===== config.mk =====
export PLATFORM = sky130hd
export DESIGN_NAME = fifo_tx_feeder
export DESIGN_NICKNAME = d
export VERILOG_FILES = /design/src/rtl/fifo_tx_feeder.sv
export SDC_FILE = /design/constraint.sdc
export NUM_CORES = 1
export LEC_CHECK = 0
export BUFFER_PORTS_ARGS = -buffer_cell sky130_fd_sc_hd__buf_2
export CAP_MARGIN = 20
export CELL_PAD_IN_SITES_DETAIL_PLACEMENT = 1
export CELL_PAD_IN_SITES_GLOBAL_PLACEMENT = 2
export CORE_MARGIN = 3
export CORE_UTILIZATION = 33
export CTS_BUF_LIST = sky130_fd_sc_hd__clkbuf_4 sky130_fd_sc_hd__clkbuf_8 sky130_fd_sc_hd__clkbuf_16
export DETAILED_ROUTE_END_ITERATION = 12
export PLACE_DENSITY = 0.88
export SETUP_SLACK_MARGIN = 0.05
export SLEW_MARGIN = 10
export SYNTH_ARGS = -nofsm -noshare
export SYNTH_HDL_FRONTEND = slang
export SYNTH_SLANG_ARGS = --single-unit

===== constraint.sdc =====
create_clock -name CLK -period 1.8 [get_ports CLK]
set_input_delay 0.36 -clock CLK [delete_from_list [all_inputs] [get_ports CLK]]
set_output_delay 0.36 -clock CLK [all_outputs]
set_load 0.02 [all_outputs]

===== src/rtl/fifo_tx_feeder.sv =====
// Read-side FIFO consumer: pops one word when the transmitter is free, presents
// it with a valid/busy handshake, and guards the handshake with a watchdog.
module fifo_tx_feeder #(
    parameter int DATA_WIDTH     = 8,
    parameter int TIMEOUT_CYCLES = 16,
    parameter int CNT_WIDTH      = 16
) (
    input  logic                  CLK,
    input  logic                  RST,
    input  logic                  enable,
    input  logic                  empty,
    input  logic [DATA_WIDTH-1:0] R_data,
    output logic                  R_inc,
    input  logic                  tx_busy,
    output logic [DATA_WIDTH-1:0] tx_data,
    output logic                  tx_valid,
    output logic                  timeout_err,
    output logic [CNT_WIDTH-1:0]  byte_cnt
);

    localparam int WDOG_WIDTH = (TIMEOUT_CYCLES > 2) ? $clog2(TIMEOUT_CYCLES) : 1;
    localparam logic [WDOG_WIDTH-1:0] WDOG_LAST = WDOG_WIDTH'(TIMEOUT_CYCLES - 1);

    typedef enum logic [1:0] {
        IDLE,
        PRESENT,
        WAIT_DONE
    } state_t;

    state_t                 state_reg, state_next;
    logic [DATA_WIDTH-1:0]  data_reg,  data_next;
    logic                   valid_reg, valid_next;
    logic                   err_reg,   err_next;
    logic [CNT_WIDTH-1:0]   cnt_reg,   cnt_next;
    logic [WDOG_WIDTH-1:0]  wdog_reg,  wdog_next;
    logic                   pop;

    always_ff @(posedge CLK or posedge RST) begin
        if (RST) begin
            state_reg <= IDLE;
            data_reg  <= '0;
            valid_reg <= 1'b0;
            err_reg   <= 1'b0;
            cnt_reg   <= '0;
            wdog_reg  <= '0;
        end else begin
            state_reg <= state_next;
            data_reg  <= data_next;
            valid_reg <= valid_next;
            err_reg   <= err_next;
            cnt_reg   <= cnt_next;
            wdog_reg  <= wdog_next;
        end
    end

    always_comb begin
        state_next = state_reg;
        data_next  = data_reg;
        valid_next = valid_reg;
        err_next   = err_reg;
        cnt_next   = cnt_reg;
        wdog_next  = wdog_reg;
        pop        = 1'b0;
        case (state_reg)
            IDLE: begin
                // Empty is only looked at here, so a word cannot be popped twice.
                if (enable && !empty && !tx_busy) begin
                    pop        = 1'b1;
                    data_next  = R_data;
                    valid_next = 1'b1;
                    wdog_next  = '0;
                    state_next = PRESENT;
                end
            end
            PRESENT: begin
                if (tx_busy) begin
                    valid_next = 1'b0;
                    state_next = WAIT_DONE;
                end else if (wdog_reg == WDOG_LAST) begin
                    // Transmitter never took the word: drop it, flag, carry on.
                    err_next   = 1'b1;
                    valid_next = 1'b0;
                    state_next = IDLE;
                end else begin
                    wdog_next = wdog_reg + 1'b1;
                end
            end
            WAIT_DONE: begin
                if (!tx_busy) begin
                    cnt_next   = cnt_reg + 1'b1;
                    state_next = IDLE;
                end
            end
            default: state_next = IDLE;
        endcase
    end

    // Held low during reset so the FIFO never loses a word the feeder cannot capture.
    assign R_inc       = pop & ~RST;
    assign tx_data     = data_reg;
    assign tx_valid    = valid_reg;
    assign timeout_err = err_reg;
    assign byte_cnt    = cnt_reg;

endmodule


After elaboration in Yosys (flattened, before gate mapping)
Index checks and enable logic that the tools add are counted.

$add $sub $neg: 2. $mul: 0. Div/mod/pow operators: 0. $lt $le $gt $ge: 0. Eq/ne operators: 8. Shift-type cells: 0. Muxes and demuxes: 15. Bitwise operators: 3. Reduce and logical (&&, ||, !) cells: 12.

Operator list (number): $add 16x1->16 const B (1); $mux 4 (3); $reduce_and 3->1 (3); $mux 2 (4); $ne 2x2->1 const B (4); $pmux 4 s2 (1); $pmux 2 s3 (1); $mux 1 (5); $add 4x1->4 const B (1); $eq 4x4->1 const B (1); $reduce_and 2->1 (2); $reduce_and 4->1 (1); $ne 3x3->1 const B (1); $eq 2x1->1 const B (1); $eq 2x2->1 const B (1); $logic_and 1x1->1 (2); $logic_not 1->1 (2); $logic_not 2->1 (1); $not 1->1 (2); $pmux 1 s2 (1); $reduce_bool 2->1 (1); $and 1x1->1 (1).

Register bits: 32. Latch bits: 0. RAM bits: 0. Bits in read-only memories: 0. Input bits: 13. Memories kept: 0.

Depth between registers and ports, before layout
Word-level depth: 6. Gate-level depth with buffers: 5. Gate-level depth less buffers: 5.

Worst setup path before layout
OpenSTA, ideal clock, no wires.

Kind: flip-flop to output port. Start: reg state_reg[1]. End: out R_inc. Arrival time: 1.240 ns. Path slack: 0.200 ns. Stages on the path, launching flop included: 4. Buffers on the path: 0. Cells stage by stage: dfrtp_1 nor3b_2 nand2_1 nor2_1.

Longest elaborated chain between the ends: 3.

RTL lines: start, declared (RTL line 30) `state_t state_reg, state_next;`; start signal, assigned (RTL line 47) `state_reg <= state_next;`; $logic_not 2->1 (RTL line 64) `case (state_reg)`; $mux 1 (RTL line 64); $and 1x1->1 (RTL line 99) `assign R_inc = pop & ~RST;`; end, declared (RTL line 13) `output logic R_inc,`.

Every way passes these cells.

Worst setup path after layout
Same ends and word-level chain as after synthesis.

==> qor.tcl <==
set qor(run_status) {completed}
set qor(synthMostInstantiatedCell) {dfrtp_1}
set qor(synth_fp_nets) 132
set qor(crit_path_top_delay_cell) {dfrtp_2}
set qor(post-route-cell-area_sq_mm) 0.00186
set qor(nets) 184
set qor(yosys.area.top_type) {dfrtp_1}
set qor(rows) 23
set qor(synth_seq_area_share_pct) 55.3
set qor(synthesized_area_divided_by_synthesized_cell_count_sq_um) 12.4
set qor(cts_buffers) 5
set qor(tritoncts) {yes}
set qor(synth_cell_types) 28
set qor(ctsHoldBuffers) 0
set qor(max_slew_headroom_pct) 73.0
set qor(clkTransAtPathRegs_ns) 0.07
set qor(xor_xnor_share_of_the_synthesized_area_pct) 9.59
set qor(placed_cell_area_sq_mm) 0.00174
set qor(yosys_register_bits) 32
set qor(grt_start_max_net_pins) 17
set qor(route.detailed.wl_per_inst_microns) 15.1
set qor(finalClockSkew_ns) 0.00535
set qor(floorplan.initialDensity_pct) 35.2
set qor(antenna_left) 0
set qor(muxShareOfSynthArea_pct) 7.00
set qor(largest_reg_flops) 16
set qor(ctsHtreeMaxLevel) 2
set qor(yosys-top-cells-area) {dfrtp_1 55%, mux2_2 7.0%, xnor2_1 6.1%}
set qor(yosys_most_used_dff) {dfrtp_1}
set qor(period_share_pct) 92.6
set qor(worst-slew-pin-transition_ns) 0.405
set qor(synthToLayoutAreaGrowth_pct) 28.3
set qor(numPortBuffers) 39
set qor(totalNegativeSetupSlack_ns) 0
set qor(min_period_ns) 1.67
set qor(synth-simple-area-share_pct) 19.3
set qor(crit_required_ns) 1.44
set qor(synth_compound_gate_area_share_pct) 5.79
set qor(max_stage_delay_ns) 0.46
set qor(cp-end-kind) {output port}
set qor(timing.critical_path.arrival_ns) 1.31
set qor(layoutNonFillerInstCount) 220
set qor(antenna_cells_inserted) 0
set qor(vias_per_cell) 4.94
set qor(drc_markers) 0
set qor(dp_cells) 210
set qor(cts.root.buffer_cell) {clkbuf_8}
set qor(synth_common_cells) {32 x dfrtp_1, 10 x nand2_1, 10 x xnor2_1}
set qor(hold_viol) 0
set qor(ys_warn_count) 0
set qor(dr_total_vias) 1087
set qor(boundaryPins) 40
set qor(core_outline_area_sq_mm) 0.00412
set qor(finalWirelength_microns) 3330
set qor(grt_setup_unrepaired) {false}
set qor(post_synth_fa_ha_maj_area_fraction_pct) 1.73
set qor(worst_hold_path_type) {primary input to async pin}
set qor(syn-cell-area_sq_mm) 0.00145
set qor(clkSinkCount) 32
set qor(timing.final.setup_violations) 0
set qor(grt_antenna_before_repair) 0
set qor(critical_path.n_buffers_inverters) 1
set qor(netlist.area_leader.share_pct) 55.3
set qor(gp_congestion) 0.833
set qor(synth_top_family_by_area) {simple AND/OR/NAND/NOR gates}
set qor(hpwl_microns) 2550
set qor(die_area_sq_mm) 0.00522
set qor(die-width_microns) 72.2
set qor(timing.fmax_ghz) 0.600
set qor(detailedRoute.firstPassIterationCount) 4
set qor(ff2ff_setup_slack_ns) 0.24
set qor(cell_breakdown_of_the_critical_path) {nor3b_4 > nand2_1 > nor2_1 > buf_4}
set qor(layout-drive-gt1-share_pct) 41.8
set qor(pwr_density_cell_mw_per_mm2) 1070
set qor(crit_path_max_fanout) 7
set qor(gr-usage-all-layers_pct) 14.4
set qor(max-vdd-ir-drop_mv) 0.462
set qor(grt_pass1_vias) 1143
set qor(max_cap_viol) 0
set qor(dr.first_iter.drc_count) 36
set qor(worstSkewPairLatency_ns) 0.28
set qor(async_reset_ff_share_pct) 100
set qor(crit_path_start_kind) {register}
set qor(critPathKind) {register to output port}
set qor(cellLeakagePower_uw) 0.000936
set qor(gr-total-overflow) 0
set qor(grt_pass1_wl_microns) 5660
set qor(clk_path_buf_depth) 2
set qor(postSynthCellCount) 117
set qor(edff_count_synth) 0
set qor(critical-path-top-delay-family) {flip-flops}
set qor(die_span_in_y_microns) 72.2
set qor(post-layout-total-power_uw) 1990
set qor(final_max_slew_viol_count) 0
worst reg2reg max path: stages, from the launching register on:
cell	delay [ns]
dfrtp_1	0.41
ha_1	0.20
nand4bb_2	0.19
nor4_4	0.34
nand4_1	0.16
xnor2_1	0.15
cell usage in the layout, fill, tap and decap left out, drive strengths merged, types with 2 or more instances in the layout:
cell / instances
a21oi: 2
nand2b: 4
o21ai: 4
nor2: 7
xnor2: 11
nand3: 6
nand2: 10
inv: 5
buf: 45
o31ai: 3
nand4: 5
nor3b: 2
mux2: 9
dfrtp: 32
ha: 2
and4: 3
clkbuf: 8
xor2: 4
kinds of logic (layout without fill, tap and decap cells):
logic type / Yosys count / in the layout
compound gates: 12 / 12
mux: 9 / 9
xor+xnor: 15 / 15
flops: 32 / 32
fa+ha+maj: 2 / 2
simple gates: 42 / 42
buf+inv: 5 / 58
final cells by class:
cell class              count  area [sq um]
repair buffers             45           243
multi-input cells          80           634
flip-flops and latches     32           802
well taps                  50          62.6
inverters                   5          18.8
fillers                   467          2260
clock buffers               8          97.6
path summary, 6_finish.rpt:
| check | from | to | cells after the start |
|---|---|---|---|
| worst max-delay path | state_reg[1] | R_inc | 4 |
| worst min-delay path | RST | tx_data[4] | 3 |
| worst max register to register | byte_cnt[0] | byte_cnt[12] | 5 |
| worst min register to register | byte_cnt[15] | byte_cnt[15] | 1 |
| max in group asynchronous | RST | state_reg[1] | 3 |
| min in group CLK | R_data[1] | tx_data[1] | 2 |
power breakdown:
| group | total, uW | internal [uW] | switching (uW) |
|---|---|---|---|
| registers | 943 | 835 | 108 |
| clock network | 595 | 342 | 254 |
| logic | 456 | 191 | 266 |
metrics by stage:
stage / hold WS (ns) / util, % / setup WS [ns]
2_1_floorplan: 0.456 / - / 0.200
3_3_place_gp: 0.412 / 42.2 / 0.263
3_5_place_dp: 0.423 / 42.2 / 0.211
4_1_cts: 0.106 / 44.7 / 0.0828
5_1_grt: 0.136 / 45.2 / 0.0473
6_report: 0.105 / 45.2 / 0.133
timing repair:
item | 4_1_cts | 5_1_grt
pin swaps | 1 | 1
setup buffers | 1 | 1
gates cloned | 0 | 0
gates resized for setup | 0 | 3
setup endpoints to repair | 1 | 1
metal layers:
layer	vias to the layer above	share of wire [%]	GRT usage [%]
met2	25	51	23.8
met1	540	41	17.3
met3	6	5.9	5.12
met5	-	0	0
met4	0	1.4	5.01
li1	516	-	-
No activity file was read; power rests on OpenSTA's default activity.
